`config.mk`:
```
export PLATFORM = sky130hd
export DESIGN_NAME = bft_leaf_port_flat
export DESIGN_NICKNAME = d
export VERILOG_FILES = /design/src/rtl/bft_pkg.sv /design/src/rtl/bft_leaf_port_if.sv /design/src/rtl/bft_sync_fifo.sv /design/src/rtl/bft_leaf_port.sv /design/src/flat_wrapper.sv
export SDC_FILE = /design/constraint.sdc
export NUM_CORES = 1
export LEC_CHECK = 0
export ABC_AREA = 1
export CAP_MARGIN = 5
export CELL_PAD_IN_SITES_DETAIL_PLACEMENT = 0
export CELL_PAD_IN_SITES_GLOBAL_PLACEMENT = 1
export CORE_MARGIN = 1
export CORE_UTILIZATION = 41
export CTS_BUF_LIST = sky130_fd_sc_hd__clkbuf_2
export CTS_CLUSTER_DIAMETER = 50
export CTS_CLUSTER_SIZE = 25
export DETAILED_ROUTE_END_ITERATION = 16
export PLACE_DENSITY_LB_ADDON = 0.1
export SLEW_MARGIN = 20
export SYNTH_ARGS = -nofsm -noshare
export SYNTH_HDL_FRONTEND = slang
export SYNTH_SLANG_ARGS = --single-unit
```
`constraint.sdc`:
```
create_clock -name clk -period 4.3 [get_ports clk]
set_input_delay 0.43 -clock clk [delete_from_list [all_inputs] [get_ports clk]]
set_output_delay 0.43 -clock clk [all_outputs]
set_load 0.02 [all_outputs]
```
`src/rtl/bft_pkg.sv`:
```
// Shared definitions for the butterfly-fat-tree network: direction codes and
// packet field index helpers for the {valid, dest addr, payload} layout.
package bft_pkg;

  typedef enum logic [1:0] {
    VOID  = 2'd0,
    LEFT  = 2'd1,
    RIGHT = 2'd2,
    UP    = 2'd3
  } dir_t;

  function automatic int addr_w(input int num_leaves);
    return $clog2(num_leaves);
  endfunction

  function automatic int pkt_vld_bit(input int p_sz);
    return p_sz - 1;
  endfunction

  function automatic int pkt_addr_hi(input int p_sz);
    return p_sz - 2;
  endfunction

  function automatic int pkt_addr_lo(input int payload_sz);
    return payload_sz;
  endfunction

  function automatic int pkt_pl_hi(input int payload_sz);
    return payload_sz - 1;
  endfunction

endpackage

```
`src/rtl/bft_leaf_port_if.sv`:
```
// Client/network bundle for bft_leaf_port. Stats signals exist only when
// LEAF_STATS_EN is defined.
interface bft_leaf_port_if #(
  parameter int AW  = 8,
  parameter int PW  = 43,
  parameter int PSZ = 1 + AW + PW
);
  logic [PSZ-1:0] bus_i;
  logic [PSZ-1:0] bus_o;
  logic [AW-1:0]  tx_addr;
  logic [PW-1:0]  tx_payload;
  logic           tx_valid;
  logic           tx_ready;
  logic [PW-1:0]  rx_payload;
  logic           rx_valid;
  logic           rx_ready;
`ifdef LEAF_STATS_EN
  logic [15:0]    stat_tx;
  logic [15:0]    stat_rx;
  logic [15:0]    stat_bounce;
`endif

  modport slave (
    input  bus_i, tx_addr, tx_payload, tx_valid, rx_ready,
    output bus_o, tx_ready, rx_payload, rx_valid
`ifdef LEAF_STATS_EN
    , output stat_tx, stat_rx, stat_bounce
`endif
  );

  modport master (
    output bus_i, tx_addr, tx_payload, tx_valid, rx_ready,
    input  bus_o, tx_ready, rx_payload, rx_valid
`ifdef LEAF_STATS_EN
    , input stat_tx, stat_rx, stat_bounce
`endif
  );

endinterface

```
`src/rtl/bft_sync_fifo.sv`:
```
// Single-clock FIFO; pointers carry one extra wrap bit to tell full from empty.
module bft_sync_fifo #(
  parameter int WIDTH = 8,
  parameter int DEPTH = 4
) (
  input  logic             clk,
  input  logic             reset,
  input  logic             push,
  input  logic             pop,
  input  logic [WIDTH-1:0] din,
  output logic [WIDTH-1:0] head,
  output logic             full,
  output logic             empty
);
  localparam int IW = $clog2(DEPTH);

  logic [IW:0]                 wr_ptr, rd_ptr;
  logic [DEPTH-1:0][WIDTH-1:0] mem;
  logic                        do_push, do_pop;

  assign do_push = push && !full;
  assign do_pop  = pop && !empty;
  assign empty   = (wr_ptr == rd_ptr);
  assign full    = (wr_ptr[IW] != rd_ptr[IW]) && (wr_ptr[IW-1:0] == rd_ptr[IW-1:0]);
  assign head    = mem[rd_ptr[IW-1:0]];

  always_ff @(posedge clk or posedge reset) begin
    if (reset) begin
      wr_ptr <= '0;
      rd_ptr <= '0;
    end else begin
      if (do_push) wr_ptr <= wr_ptr + (IW+1)'(1);
      if (do_pop)  rd_ptr <= rd_ptr + (IW+1)'(1);
    end
  end

  // Storage is left unreset; consumers must gate head with empty.
  always_ff @(posedge clk) begin
    if (do_push) mem[wr_ptr[IW-1:0]] <= din;
  end

endmodule

```
`src/rtl/bft_leaf_port.sv`:
```
// Leaf endpoint of the BFT deflection network: TX queue injection, RX delivery,
// and bounce of any arrival it cannot keep. LEAF_STATS_EN adds saturating counters.
module bft_leaf_port
  import bft_pkg::*;
#(
  parameter int num_leaves = 256,
  parameter int payload_sz = 43,
  parameter int addr       = 0,
  parameter int p_sz       = 1 + $clog2(num_leaves) + payload_sz,
  parameter int TX_DEPTH   = 4,
  parameter int RX_DEPTH   = 4
) (
  input  logic           clk,
  input  logic           reset,
  bft_leaf_port_if.slave port
);
  localparam int AW      = addr_w(num_leaves);
  localparam int VLD     = pkt_vld_bit(p_sz);
  localparam int ADDR_HI = pkt_addr_hi(p_sz);
  localparam int ADDR_LO = pkt_addr_lo(payload_sz);
  localparam int PL_HI   = pkt_pl_hi(payload_sz);
  localparam logic [AW-1:0] MY_ADDR = AW'(addr);

  logic                  arr_v, accept, bounce;
  logic [AW-1:0]         arr_dest;
  logic                  tx_full, tx_empty, tx_pop;
  logic [p_sz-1:0]       tx_head;
  logic                  rx_full, rx_empty, rx_pop;
  logic [payload_sz-1:0] rx_head;
  logic [p_sz-1:0]       bus_nxt;

  assign arr_v    = port.bus_i[VLD];
  assign arr_dest = port.bus_i[ADDR_HI:ADDR_LO];
  // rx_full is registered occupancy, so a same-cycle pop never admits an arrival.
  assign accept   = arr_v && (arr_dest == MY_ADDR) && !rx_full;
  assign bounce   = arr_v && !accept;
  assign tx_pop   = !bounce && !tx_empty;
  assign rx_pop   = port.rx_ready && !rx_empty;

  bft_sync_fifo #(.WIDTH(p_sz), .DEPTH(TX_DEPTH)) u_tx_fifo (
    .clk   (clk),
    .reset (reset),
    .push  (port.tx_valid),
    .pop   (tx_pop),
    .din   ({1'b1, port.tx_addr, port.tx_payload}),
    .head  (tx_head),
    .full  (tx_full),
    .empty (tx_empty)
  );

  bft_sync_fifo #(.WIDTH(payload_sz), .DEPTH(RX_DEPTH)) u_rx_fifo (
    .clk   (clk),
    .reset (reset),
    .push  (accept),
    .pop   (rx_pop),
    .din   (port.bus_i[PL_HI:0]),
    .head  (rx_head),
    .full  (rx_full),
    .empty (rx_empty)
  );

  assign port.tx_ready   = !tx_full;
  assign port.rx_valid   = !rx_empty;
  assign port.rx_payload = rx_empty ? '0 : rx_head;

  always_comb begin
    bus_nxt = '0;
    if (bounce)      bus_nxt = port.bus_i;
    else if (tx_pop) bus_nxt = tx_head;
  end

  always_ff @(posedge clk or posedge reset) begin
    if (reset) port.bus_o <= '0;
    else       port.bus_o <= bus_nxt;
  end

`ifdef LEAF_STATS_EN
  always_ff @(posedge clk or posedge reset) begin
    if (reset) begin
      port.stat_tx     <= '0;
      port.stat_rx     <= '0;
      port.stat_bounce <= '0;
    end else begin
      if (tx_pop && port.stat_tx != 16'hFFFF)     port.stat_tx     <= port.stat_tx + 16'd1;
      if (accept && port.stat_rx != 16'hFFFF)     port.stat_rx     <= port.stat_rx + 16'd1;
      if (bounce && port.stat_bounce != 16'hFFFF) port.stat_bounce <= port.stat_bounce + 16'd1;
    end
  end
`else
  // Stats counters are not built in this configuration.
`endif

endmodule

```
`src/flat_wrapper.sv`:
```
// flat-port wrapper written by rule: the top's interface ports become plain ports
module bft_leaf_port_flat import bft_pkg::*;
#(
  parameter int num_leaves = 256,
  parameter int payload_sz = 43,
  parameter int addr       = 0,
  parameter int p_sz       = 1 + $clog2(num_leaves) + payload_sz,
  parameter int TX_DEPTH   = 4,
  parameter int RX_DEPTH   = 4
)
  (clk, reset, port_bus_i, port_tx_addr, port_tx_payload, port_tx_valid, port_rx_ready, port_bus_o, port_tx_ready, port_rx_payload, port_rx_valid);
  bft_leaf_port_if #(.AW((8)), .PW((43)), .PSZ((52))) port_i ();
  input  logic clk;
  input  logic reset;
  input wire logic [$bits(port_i.bus_i)-1:0] port_bus_i;
  input wire logic [$bits(port_i.tx_addr)-1:0] port_tx_addr;
  input wire logic [$bits(port_i.tx_payload)-1:0] port_tx_payload;
  input wire logic [$bits(port_i.tx_valid)-1:0] port_tx_valid;
  input wire logic [$bits(port_i.rx_ready)-1:0] port_rx_ready;
  output wire logic [$bits(port_i.bus_o)-1:0] port_bus_o;
  output wire logic [$bits(port_i.tx_ready)-1:0] port_tx_ready;
  output wire logic [$bits(port_i.rx_payload)-1:0] port_rx_payload;
  output wire logic [$bits(port_i.rx_valid)-1:0] port_rx_valid;
  assign port_i.bus_i = port_bus_i;
  assign port_i.tx_addr = port_tx_addr;
  assign port_i.tx_payload = port_tx_payload;
  assign port_i.tx_valid = port_tx_valid;
  assign port_i.rx_ready = port_rx_ready;
  assign port_bus_o = port_i.bus_o;
  assign port_tx_ready = port_i.tx_ready;
  assign port_rx_payload = port_i.rx_payload;
  assign port_rx_valid = port_i.rx_valid;
  bft_leaf_port #(.num_leaves(num_leaves), .payload_sz(payload_sz), .addr(addr), .p_sz(p_sz), .TX_DEPTH(TX_DEPTH), .RX_DEPTH(RX_DEPTH)) u_core (.clk(clk), .reset(reset), .port(port_i));
endmodule
```
== Word level (Yosys, flattened, before mapping) ==
Index checks and enable logic that the tools add are counted.
Storage, ports and cells
  flip-flop bits (word level): 444
  input port bits: 107
  output and inout port bits: 97
  logic and storage cells: 62
Operators by class
  add/subtract/negate cells: 4
  order comparisons: 6
  equality and inequality tests: 6
  mux-type cells: 13
  reduce and logical (&&, ||, !) cells: 20
Operators by type and width (number)
  bitwise mux 208 bit: 1
  2-to-1 mux 52 bit: 4
  bitwise mux 172 bit: 1
  2-to-1 mux 43 bit: 3
  binary-select mux 52 bit (select 2 bit): 1
  demux 52 bit (select 2 bit): 1
  binary-select mux 43 bit (select 2 bit): 1
  demux 43 bit (select 2 bit): 1
  logical AND 1 bit: 13
  adder 3 x 1 -> 3 bit, second input constant: 4
  less-than comparator 2 x 3 -> 1 bit, second input constant: 4
  logical NOT 8 bit: 1
  equality test 3 bit: 2
  logical NOT 1 bit: 6
  equality test 2 bit: 2
  >= comparator 2 x 1 -> 1 bit, second input constant: 2
  != test 1 bit: 2

== Logic depth before layout (Yosys ltp) ==
  depth in word-level cells: 10
  mapped depth: 11
  depth with buffers taken out: 9

== Modules after synthesis ==
A second synthesis with hierarchy kept.
Unflattened totals
  cells, all modules: 1381
  area, all modules: 17556.8 um^2
By module, submodules not included
  bft_sync_fifo at u_core.u_tx_fifo: instances 1, cells each 565, area each 8151.6 um^2, sequential area each 6396.1 um^2
  bft_sync_fifo at u_core.u_rx_fifo: instances 1, cells each 478, area each 6792.8 um^2, sequential area each 5315.1 um^2
  bft_leaf_port: instances 1, cells each 338, area each 2612.5 um^2, sequential area each 1301.2 um^2

== Least setup slack after synthesis ==
OpenSTA, ideal clock, no wires.
  kind: flip-flop to flip-flop
  from: reg u_core.u_tx_fifo.rd_ptr[0]
  to: reg u_core.u_tx_fifo.mem[0] in the netlist's numbering, enable pin
  setup time: 0.460 ns
  arrival: 3.386 ns
  data required time: 3.840 ns
  setup slack: 0.454 ns
  cell stages (with the launch flop): 6
  path buffers: 1
  period minus slack after synthesis: 3.846 ns
  cells stage by stage: dfrtp_1 buf_4 xnor2_2 nand3b_1 nand2_1 nor2_1
On the way
  longest elaborated chain between the ends: 4
Ends and longest elaborated chain
  from (decl): line bft_sync_fifo.sv:17  | logic [IW:0] wr_ptr, rd_ptr;
  from (signal assigned): line bft_sync_fifo.sv:33  | if (do_pop) rd_ptr <= rd_ptr + (IW+1)'(1);
  equality test 2 bit: line bft_sync_fifo.sv:24  | assign full = (wr_ptr[IW] != rd_ptr[IW]) && (wr_ptr[IW-1:0] == rd_ptr[IW-1:0]);
  logical AND 1 bit: line bft_sync_fifo.sv:24
  logical NOT 1 bit
  net port_tx_ready: line flat_wrapper.sv:21  | output wire logic [$bits(port_i.tx_ready)-1:0] port_tx_ready;
  logical AND 1 bit: line bft_sync_fifo.sv:21  | assign do_push = push && !full;
  to (signal, indexed assignment): line bft_sync_fifo.sv:39  | if (do_push) mem[wr_ptr[IW-1:0]] <= din;
  to (decl): line bft_sync_fifo.sv:18  | logic [DEPTH-1:0][WIDTH-1:0] mem;
The timed path passes the listed nets, and every way through them passes these cells.
A chain may end at the register's enable or synchronous reset.

== Worst setup path after layout ==
  from: reg u_core.u_rx_fifo.rd_ptr[1]
  to: out port_rx_payload[24]
On the way
  longest elaborated chain between the ends: 3
  elaborated cells on any way between the ends: 4
  those cells by class: eq/ne: 1; mux: 3
Ends and longest elaborated chain
  from (decl): line bft_sync_fifo.sv:17
  from (signal assigned): line bft_sync_fifo.sv:33
  binary-select mux 43 bit (select 2 bit): line bft_sync_fifo.sv:25  | assign head = mem[rd_ptr[IW-1:0]];
  2-to-1 mux 43 bit (implied by the code): line bft_sync_fifo.sv:25
  2-to-1 mux 43 bit *: line bft_leaf_port.sv:64  | assign port.rx_payload = rx_empty ? '0 : rx_head;
  to (decl): line flat_wrapper.sv:22  | output wire logic [$bits(port_i.rx_payload)-1:0] port_rx_payload;
Every way passes the cells marked *; elsewhere a longest branch is shown, timed or not. The select of a mux whose other input is x is not followed.

==> impl_metrics.csv <==
group,metric,value,unit
status,status,"completed",
die,num_rows,74,
setup_path,start_kind,"register",
synthesis,syn_area,17300,sq um
setup_path,required,3.87,ns
min_path,hold_path_class,"in -> reg",
route,drt_iter0_markers,776,
sta,hold_violations,0,
pwr,p_sw,5.21,mW
synthesis,yosysSeqAreaShare,0.747,
setup_path,worstPathMaxFanout,46,
route,drt-total-wl,42200,um
sta,fin_skew,0.127,ns
global_routing,overflow,0,
route,dr.pass1.iters,5,
clock_tree,cts.path.max_buffers,3,
pwr,netSwitchingFraction,0.398,
route,postRouteAntennaNets,0,
sta,maxSlewViolCount,0,
pwr,seqPwrFrac,0.428,
setup_path,r2r_setup_slack,1.35,ns
synthesis,yosys.area.top_type,"edfxtp_1",
pwr,peakVddDrop,0.488,mV
sta,fin_crit,3.88,ns
setup_path,r2r_start,"u_core.u_rx_fifo.rd_ptr[1]$_DFFE_PP0P_",
route,routed-via-count,11200,
synthesis,synth_ff_type,"edfxtp_1",
placement,portBuffers,203,
clock_tree,cts_sinks,440,
setup_path,crit_type,"reg -> out",
clock_tree,clk_pin_slew,0.22,ns
setup_path,endpoint_kind,"primary output",
placement,place_congestion,0.749,
die,dieWidth,207,um
clock_tree,post_cts_buffers,0,
die,fp.dieH,207,um
finish,num-nets-final,1774,
synthesis,synthCells,1385,
die,ioPinCount,204,
sta,fin_crit_sh,0.903,
global_routing,grt_pass1_vias,10700,
global_routing,track_usage,0.197,
pwr,powerDensity,615,nW/um^2
sta,report.final.setup_viol,0,
placement,pre_cts_ws,1.06,ns
clock_tree,cts_tree,"built",
finish,drive_above_1_share,0.0715,
route,vias_per_cell,5.01,
die,core_area,41200,sq um
job,maxCapViolCount,0,
global_routing,grt_pass1_wl,64400,um
finish,final_common_cell,"edfxtp_1",
synthesis,synth_area_leaders,"edfxtp_1, dfrtp_1, o21ai_0, nor2_1, nand3_1",
die,die_area,42900,sq um
setup_path,arrival,3.45,ns
sta,grt_setup_unrepaired,"false",
clock_tree,htreeDepth,2,
global_routing,antenna_found_initial,2,
min_path,min_from,"port_rx_ready",
sta,setup_ws,0.418,ns
clock_tree,root_buffer,"clkbuf_2",
finish,fillers,3600,
sta,maxSlewHeadroom,0.289,
finish,area_delta_synth_final,23.5,%
clock_tree,clock_latency,1.05,ns
pwr,leakage,7.73,nW
pwr,power,13.1,mW
synthesis,synth-seq-cells,440,
synthesis,async_reset_ff_frac,0.145,
setup_path,rr_worst_depth,9,
synthesis,avgSynthCellArea,12.5,sq um
finish,final_cell_mix,"edfxtp_1, nor2_1, o21ai_0",
sta,fin_setup_tns,0,ns
placement,place_hpwl,24900,um
sta,whs,0.134,ns
pwr,clockPowerShare,0.156,
synthesis,ys_types,25,
synthesis,synth_edf_count,376,
pwr,internal_power,7.89,mW
synthesis,synth_fp_nets,1502,
route,drc_errors,0,
clock_tree,numCtsBuffers,43,
pwr,p_comb_frac,0.416,
sta,fmax,258,MHz
min_path,min_path_cells,3,
finish,fin_util,0.517,
die,initial_core_util,0.419,
synthesis,yosysWarnings,0,
sta,worst-slew-pin-transition,1.07,ns
setup_path,rr_endpoint,"u_core.port.bus_o[50]$_DFF_PP0_",
route,drt-wirelength-per-cell,18.9,um
min_path,hold_path_end,"u_core.u_rx_fifo.rd_ptr[1]$_DFFE_PP0P_",
global_routing,grt_start_max_net_pins,105,
synthesis,yosysTopAreaCellShare,0.655,
## flip-flops by register name, indices dropped and copies added (netlist names)
register / cells
u_core.u_tx_fifo.mem: 204
u_core.u_rx_fifo.mem: 172
u_core.port.bus_o: 52
u_core.u_rx_fifo.rd_ptr: 3
u_core.u_rx_fifo.wr_ptr: 3
u_core.u_tx_fifo.rd_ptr: 3
u_core.u_tx_fifo.wr_ptr: 3
## routing by layer
layer,wire (um),up-vias,share of wire,GRT usage
met5,0,-,0,0
met4,623,0,0.015,0.0435
met3,2220,42,0.053,0.0396
met2,19500,282,0.46,0.310
met1,19800,5389,0.47,0.284
li1,-,5445,-,-
## worst max-delay path, cell delays in order, from the launching register on
cell and delay, ns:
dfrtp_1 0.44, buf_4 0.47, nand2_1 0.09, nand2_1 0.15, nand4_4 0.33, buf_4 0.36
nand2_1 0.11, inv_1 0.04, clkdlybuf4s50_1 0.53
## timing repair
action                     in CTS  in global routing
resized for setup               1                  0
hold buffers                   91                  0
hold endpoints to repair      356                  0
setup endpoints to repair      22                  0
## stage by stage
| step | instances | cell area (sq um) |
|---|---|---|
| 4_1_cts | 2224 | 21300 |
| 2_1_floorplan | 1385 | 17300 |
| 6_report | 2226 | 21300 |
| 5_1_grt | 2226 | 21300 |
| 3_3_place_gp | 2053 | 19800 |
| 3_5_place_dp | 2053 | 19800 |
## cells in the mapped netlist, types with 2 or more instances
cell type	number
buf_1	2
buf_2	27
buf_4	5
buf_6	5
clkbuf_1	49
dfrtp_1	64
edfxtp_1	376
ha_1	10
inv_1	60
inv_2	2
nand2_1	122
nand3_1	110
nor2_1	253
o21ai_0	223
o21ai_1	19
o22ai_1	43
xnor2_1	4
xnor2_2	2
xor2_1	3
## worst max-delay path by stage
stage / start / endpoint / slack (ns) / cells past startpoint
2_1_floorplan: u_core.u_tx_fifo.rd_ptr[0]$_DFFE_PP0P_ / u_core.u_tx_fifo.mem[0]$_DFFE_PP_ / 0.45 / 5
3_3_place_gp: u_core.u_rx_fifo.rd_ptr[1]$_DFFE_PP0P_ / port_rx_payload[33] / 1.14 / 8
3_5_place_dp: u_core.u_rx_fifo.rd_ptr[1]$_DFFE_PP0P_ / port_rx_payload[24] / 1.06 / 8
4_1_cts: u_core.u_rx_fifo.rd_ptr[1]$_DFFE_PP0P_ / port_rx_payload[24] / 0.21 / 8
5_1_grt: u_core.u_rx_fifo.rd_ptr[1]$_DFFE_PP0P_ / port_rx_payload[38] / 0.06 / 8
6_report: u_core.u_rx_fifo.rd_ptr[1]$_DFFE_PP0P_ / port_rx_payload[24] / 0.42 / 8
## area by class of cell
type	count	area [sq um]	area share
inverters	63	240	0.0113
well taps	532	666	0.0313
flip-flops and latches	440	12900	0.606
clock buffers	45	225	0.0106
repair buffers	315	3170	0.149
diodes	2	5.00	0.000235
clock inverters	35	320	0.0150
multi-input cells	794	3770	0.177
## power by group through the flow
stage / Sequential [mW] / Combinational [mW] / Clock (mW)
floorplan: 5.91 / 2.99 / 0
global placement: 5.71 / 5.43 / 0
detailed placement: 5.71 / 5.45 / 0
CTS: 5.61 / 5.54 / 2.13
global route: 5.67 / 6.02 / 2.28
finish: 5.61 / 5.45 / 2.05
## cell families (layout without fill, tap and decap cells)
family          count (synthesis)  after routing  synth area share
other cells                     0              2                 0
flops                         440            440             0.747
simple gates                  489            489             0.116
fa+ha+maj                      10             10           0.00725
compound gates                286            286            0.0861
buf+inv                       151            458            0.0382
xor+xnor                        9              9           0.00544
No activity file was read; power rests on OpenSTA's default activity.
